$ cat src/rtl/fifo_stream_reader_if.sv
// Valid/ready byte stream leaving the FIFO read-side drain engine.
// The master drives data/valid and the slave returns ready.
interface fifo_stream_reader_if;
  logic [7:0] m_data;
  logic       m_valid;
  logic       m_ready;

  modport master (output m_data, output m_valid, input m_ready);
  modport slave  (input m_data, input m_valid, output m_ready);
endinterface

$ cat src/rtl/fifo_stream_reader.sv
// Drains the 8x8 synchronous FIFO into a 2-entry buffer and presents it as a valid/ready stream.
// Optional level-triggered bursts are enabled with the FIFO_RD_THRESH_EN macro.
module fifo_stream_reader #(
  parameter int START_LEVEL = 4,
  parameter int CNT_W       = 16
) (
  input  logic             clk,
  input  logic             reset,
  output logic             fifo_rd,
  input  logic [7:0]       fifo_dout,
  input  logic             fifo_empty,
  input  logic [3:0]       fifo_cnt,
  input  logic             flush,
  fifo_stream_reader_if.master strm,
  output logic [CNT_W-1:0] rd_count
);

  typedef enum logic {IDLE, DRAIN} state_e;

  state_e           state_q;
  logic [1:0]       occ_q, occ_d;
  logic             pend_q;
  logic [7:0]       head_q, head_d;
  logic [7:0]       tail_q, tail_d;
  logic [CNT_W-1:0] cnt_q, cnt_d;
  logic             pop;
  logic [1:0]       level;
  logic [1:0]       occAfterPop;
  logic             start;
  logic             en;
  logic             hold;

  assign pop         = (occ_q != 2'd0) && strm.m_ready;
  assign occAfterPop = occ_q - 2'(pop);
  // Occupancy the buffer will have after this edge; occ+pend never exceeds 2.
  assign level       = occAfterPop + 2'(pend_q);

`ifdef FIFO_RD_THRESH_EN
  assign start = (int'(fifo_cnt) >= START_LEVEL) || flush;
  assign en    = (state_q == DRAIN);
  assign hold  = flush;
`else
  logic unused_cfg;
  assign start      = 1'b1;
  assign en         = 1'b1;
  assign hold       = 1'b0;
  assign unused_cfg = ^{flush, fifo_cnt, (START_LEVEL > 0)};
`endif

  assign fifo_rd = reset && en && !fifo_empty && (level < 2'd2);

  // Head shifts on pop; a pending byte lands in the first free slot after that shift.
  always_comb begin
    head_d = head_q;
    tail_d = tail_q;
    if (pop) begin
      head_d = tail_q;
    end
    if (pend_q) begin
      if (occAfterPop == 2'd0) begin
        head_d = fifo_dout;
      end else begin
        tail_d = fifo_dout;
      end
    end
    occ_d = level;
    cnt_d = cnt_q + CNT_W'(pop);
  end

  always_ff @(posedge clk) begin
    if (!reset) begin
      occ_q  <= 2'd0;
      pend_q <= 1'b0;
      head_q <= 8'h00;
      tail_q <= 8'h00;
      cnt_q  <= '0;
    end else begin
      occ_q  <= occ_d;
      pend_q <= fifo_rd;
      head_q <= head_d;
      tail_q <= tail_d;
      cnt_q  <= cnt_d;
    end
  end

  always_ff @(posedge clk) begin
    if (!reset) begin
      state_q <= IDLE;
    end else begin
      case (state_q)
        IDLE:    if (start) state_q <= DRAIN;
        DRAIN:   if (fifo_empty && (occ_q == 2'd0) && !pend_q && !hold) state_q <= IDLE;
        default: state_q <= IDLE;
      endcase
    end
  end

  assign strm.m_data  = head_q;
  assign strm.m_valid = (occ_q != 2'd0);
  assign rd_count     = cnt_q;

endmodule

$ cat src/flat_wrapper.sv
// flat-port wrapper written by rule: the top's interface ports become plain ports
module fifo_stream_reader_flat 
#(
  parameter int START_LEVEL = 4,
  parameter int CNT_W       = 16
)
  (clk, reset, fifo_rd, fifo_dout, fifo_empty, fifo_cnt, flush, rd_count, strm_m_data, strm_m_valid, strm_m_ready);
  fifo_stream_reader_if strm_i ();
  input  logic clk;
  input  logic reset;
  output logic fifo_rd;
  input  logic [7:0] fifo_dout;
  input  logic fifo_empty;
  input  logic [3:0] fifo_cnt;
  input  logic flush;
  output logic [CNT_W-1:0] rd_count;
  output wire logic [$bits(strm_i.m_data)-1:0] strm_m_data;
  output wire logic [$bits(strm_i.m_valid)-1:0] strm_m_valid;
  input wire logic [$bits(strm_i.m_ready)-1:0] strm_m_ready;
  assign strm_m_data = strm_i.m_data;
  assign strm_m_valid = strm_i.m_valid;
  assign strm_i.m_ready = strm_m_ready;
  fifo_stream_reader #(.START_LEVEL(START_LEVEL), .CNT_W(CNT_W)) u_core (.clk(clk), .reset(reset), .fifo_rd(fifo_rd), .fifo_dout(fifo_dout), .fifo_empty(fifo_empty), .fifo_cnt(fifo_cnt), .flush(flush), .strm(strm_i), .rd_count(rd_count));
endmodule
$ cat config.mk
export PLATFORM = sky130hd
export DESIGN_NAME = fifo_stream_reader_flat
export DESIGN_NICKNAME = d
export VERILOG_FILES = /design/src/rtl/fifo_stream_reader_if.sv /design/src/rtl/fifo_stream_reader.sv /design/src/flat_wrapper.sv
export SDC_FILE = /design/constraint.sdc
export NUM_CORES = 1
export LEC_CHECK = 0
export ABC_AREA = 1
export CAP_MARGIN = 20
export CORE_MARGIN = 1.5
export CORE_UTILIZATION = 51
export DETAILED_ROUTE_END_ITERATION = 10
export GPL_TIMING_DRIVEN = 0
export PLACE_DENSITY = 0.89
export SETUP_SLACK_MARGIN = 0.2
export SKIP_LAST_GASP = 1
export SLEW_MARGIN = 0
export SYNTH_ARGS = -nofsm -noshare
export SYNTH_HDL_FRONTEND = slang
export SYNTH_SLANG_ARGS = --single-unit
$ cat constraint.sdc
create_clock -name clk -period 4.3 [get_ports clk]
set_input_delay 0.43 -clock clk [delete_from_list [all_inputs] [get_ports clk]]
set_output_delay 0.43 -clock clk [all_outputs]
set_load 0.03 [all_outputs]
### Word level (Yosys, flattened, before mapping)

Cells that the tools add are included.

* $add $sub $neg: 3
* order comparisons: 1
* multiplexer cells: 3
* bitwise gates (word level): 1
* reduce and logical (&&, ||, !) cells: 7

Operators with widths (count)
* $mux W8: 3
* $add A16 B1 Y16: 1
* $logic_and A1 B1 Y1: 3
* $add A2 B1 Y2: 1
* $logic_not A2 Y1: 1
* $lt A2 B2 Y1 const B: 1
* $reduce_and A2 Y1: 1
* $reduce_bool A2 Y1: 1
* $sub A2 B1 Y2: 1
* $logic_not A1 Y1: 1
* $not A1 Y1: 1

* flip-flop bits (word level): 35
* output and inout port bits: 26

### Longest topological paths before layout

* depth after elaboration: 6
* mapped depth: 12
* gate-level depth less buffers: 12

### Least setup slack after synthesis

No wires, ideal clock.

* path type: register -> output
* from: register u_core.occ_q[0]
* to: output port fifo_rd
* arrival: 1.930 ns
* data required time: 3.870 ns
* setup slack: 1.940 ns
* stages on the path, launching flop included: 10
* buffers on the path: 0
* cell sequence: dfxtp_1 -> inv_2 -> nand2_4 -> nand2_2 -> clkinv_2 -> nand2_1 -> o21ai_0 -> ha_1 -> xnor2_1 -> nor3_1

* longest elaborated chain between the ends: 6

RTL lines
* from (decl): line fifo_stream_reader.sv:21 `logic [1:0] occ_q, occ_d;`
* from (signal assigned): line fifo_stream_reader.sv:72 `occ_q <= 2'd0;`
* from (signal assigned): line fifo_stream_reader.sv:78 `occ_q <= occ_d;`
* $reduce_bool A2 Y1
* via strm_m_valid: line flat_wrapper.sv:18 `output wire logic [$bits(strm_i.m_valid)-1:0] strm_m_valid;`
* $logic_and A1 B1 Y1: line fifo_stream_reader.sv:33 `assign pop = (occ_q != 2'd0) && strm.m_ready;`
* $sub A2 B1 Y2: line fifo_stream_reader.sv:34 `assign occAfterPop = occ_q - 2'(pop);`
* $add A2 B1 Y2: line fifo_stream_reader.sv:36 `assign level = occAfterPop + 2'(pend_q);`
* $lt A2 B2 Y1: line fifo_stream_reader.sv:50 `assign fifo_rd = reset && en && !fifo_empty && (level < 2'd2);`
* $logic_and A1 B1 Y1: line fifo_stream_reader.sv:50
* to (decl): line flat_wrapper.sv:11 `output logic fifo_rd;`

The timed path passes the listed nets, and every way through them passes these cells.

### Worst setup path after layout

* from: input port strm_m_ready
* to: output port fifo_rd

* longest elaborated chain between the ends: 5

RTL lines
* from (decl): line flat_wrapper.sv:19 `input wire logic [$bits(strm_i.m_ready)-1:0] strm_m_ready;`
* $logic_and A1 B1 Y1: line fifo_stream_reader.sv:33
* $sub A2 B1 Y2: line fifo_stream_reader.sv:34
* $add A2 B1 Y2: line fifo_stream_reader.sv:36
* $lt A2 B2 Y1: line fifo_stream_reader.sv:50
* $logic_and A1 B1 Y1: line fifo_stream_reader.sv:50

No other way between the ends.

==> results.json <==
{
  "cts.path.max_buffers": 2,
  "p_per_area_mw_per_mm2": 293,
  "nFillCells": 271,
  "areaGrowthSynthToFinish_pct": 28.6,
  "power_leakage_uw": 0.000763,
  "grt_first_pass_wirelength_um": 6130,
  "die_h_um": 58.7,
  "wire_per_inst_um": 12.1,
  "mostFrequentLayoutCell": "nand2_1",
  "final_cell_mix": "nand2_1, clkdlybuf4s50_1, dfxtp_1",
  "relSlewSlack": 0.681,
  "cts_tree": "yes",
  "rows": 20,
  "antenna_found_initial": 0,
  "initialDrtViolationCount": 76,
  "synth_compound_area_frac": 0.145,
  "worstSkewPairLatency_ns": 0.33,
  "diodes": 0,
  "yosys.area.top_type": "dfxtp_1",
  "cp_slowest_cell": "clkdlybuf4s50_1",
  "final_layout_size_suffix_gt1_frac": 0.0885,
  "seqCellArea_um2": 701,
  "cts.htree.levels": 2,
  "coreArea_mm2": 0.00300,
  "grt_pass1_vias": 1422,
  "worstSetupPathType": "primary input to output port",
  "synth_cells": 217,
  "critPathMostFrequentCell": "clkdlybuf4s50_1",
  "clk_pin_slew_worst_paths_ns": 0.10,
  "reg2reg_slack_ns": 2.47,
  "viasPerCell": 5.20,
  "dp_cells": 287,
  "ctsHoldBuffers": 0,
  "status": "completed",
  "syn_nets": 237,
  "report.final.setup_viol": 0,
  "cts_buffers": 5,
  "hp-class": "register to register",
  "synth-seq-cells": 35,
  "maxSlewViolCount": 0,
  "cp_top_family": "buffers and inverters",
  "cp-start-kind": "primary input",
  "track_usage": 0.234,
  "dr.pass1.iters": 4,
  "hold_viol_final": 0,
  "crit_fanout": 10,
  "grt_max_degree": 11,
  "synthAdderAreaFrac": 0.0237,
  "multiInputGateArea_um2": 759,
  "required_ns": 3.87,
  "seq_area_frac_synth": 0.443,
  "vdd_ir_drop_max_v": 0.000198,
  "rsz0062_at_grt": "false",
  "dieArea_mm2": 0.00344,
  "ctsResizeCount": 0,
  "layout_min_cycle_time_ns": 3.22,
  "post_cts_buffers": 0,
  "avgSynthCellArea_um2": 7.29,
  "synth_top_area_share": 0.443,
  "arrival_ns": 2.79,
  "start_util": 0.527,
  "synthTopCellsByArea": "dfxtp_1, nand2_1, o21ai_0",
  "synth_cell_types": 25,
  "post-dp-hpwl_um": 2610,
  "cts_sinks": 35,
  "ant_nets": 0,
  "io_pins": 43,
  "cp_cell_sequence": "clkdlybuf4s50_1 -> nand2_2 -> clkinv_2 -> nand2_1 -> o21ai_0 -> ha_1 -> xnor2_1 -> nor3_1 -> clkdlybuf4s50_1",
  "vias": 1523,
  "fmax_ghz": 0.310,
  "overflow": 0,
  "muxShareOfSynthArea": 0,
  "maxCapViolations": 0,
  "fin_util": 0.678,
  "setup-tns-final_ns": 0,
  "gp_congestion": 0.797,
  "syn-cell-area_mm2": 0.00158,
  "drc_errors": 0,
  "synth_top_family_by_area": "simple AND/OR/NAND/NOR gates",
  "fin_skew_ns": 0.00743,
  "die_w_um": 58.7,
  "synthXorXnorAreaFrac": 0.0111,
  "fin_cells": 293,
  "yosys_warnings": 0,
  "min_period_over_period": 0.750,
  "crit_path_max_incr_delay_ns": 0.70,
  "worst_pin_slew_ns": 0.479,
  "yosys.area_share.simple": 0.301,
  "io_buffer_count": 37,
  "root_buffer": "clkbuf_4",
  "nNetsFinal": 281,
  "path_buf_inv": 3,
  "wirelength_um": 3540,
  "end_kind": "output port"
}
synthesized netlist by cell type, drive strengths merged:
library cell,count
o21a,1
ha,3
clkbuf,3
clkinv,1
nor3,6
buf,1
dfxtp,35
a21oi,10
nand3,5
o21ai,22
nand3b,3
nand4,3
nand2,52
xor2,1
a31oi,8
inv,25
xnor2,1
nor2,37
sequential cells by signal (all words and copies together), names as in the netlist:
register / count
u_core.rd_count: 16
u_core.strm.m_data: 8
u_core.tail_q: 8
u_core.pend_q: 1
u_core.occ_q: 2
area by class of cell:
type	instances	share of cell area
Tap cell	33	0.0203
Buffer	4	0.0111
Timing Repair Buffer	37	0.182
Multi-Input combinational cell	152	0.373
Sequential cell	35	0.344
Inverter	26	0.0486
Clock buffer	6	0.0203
metrics by stage:
step           area (µm²)  hold slack, ns  total power [µW]  setup slack, ns
2_1_floorplan        1580           0.453               404             1.94
3_3_place_gp         1990           0.462               443             1.16
3_5_place_dp         1990           0.469               446             1.10
4_1_cts              2030           0.485               601             1.07
5_1_grt              2030           0.518               622            0.927
6_report             2030           0.480               596             1.08
report_power, final:
group	leakage [µW]	internal (µW)	total [µW]	switching [µW]
sequential	0.000284	336	345	8.51
clock	0.0000242	58.1	157	98.7
combinational	0.000455	39.3	94.5	55.2
total	0.000763	433	596	162
cell families (layout without fill, tap and decap cells):
logic type / after synthesis / after routing
xor gates and xnor gates: 2 / 2
buffers and inverters: 30 / 73
AOI/OAI and AO/OA: 41 / 41
DFF: 35 / 35
adders and majority gates: 3 / 3
and+or+nand+nor: 106 / 106
layer usage:
layer | part of all wire | global-route usage | up-vias | wire length (µm)
met4 | 0.0082 | 0.0747 | 0 | 29
met1 | 0.44 | 0.281 | 675 | 1570
met3 | 0.052 | 0.0593 | 5 | 185
met2 | 0.50 | 0.408 | 59 | 1760
met5 | 0 | 0 | - | 0
li1 | - | - | 784 | -
tightest hold or removal path, cell delays in order (launching register included):
cell and delay (ns):
dfxtp_1 0.33, nand2_1 0.06, a21oi_1 0.05
final timing paths:
check | start | endpoint | depth (start not counted)
max | strm_m_ready | fifo_rd | 9
min | u_core.rd_count[15] | u_core.rd_count[15] | 2
max reg2reg | u_core.occ_q[0] | u_core.rd_count[10] | 12
min reg2reg | u_core.rd_count[15] | u_core.rd_count[15] | 2
Note: power is estimated with default switching activity, not from simulation.
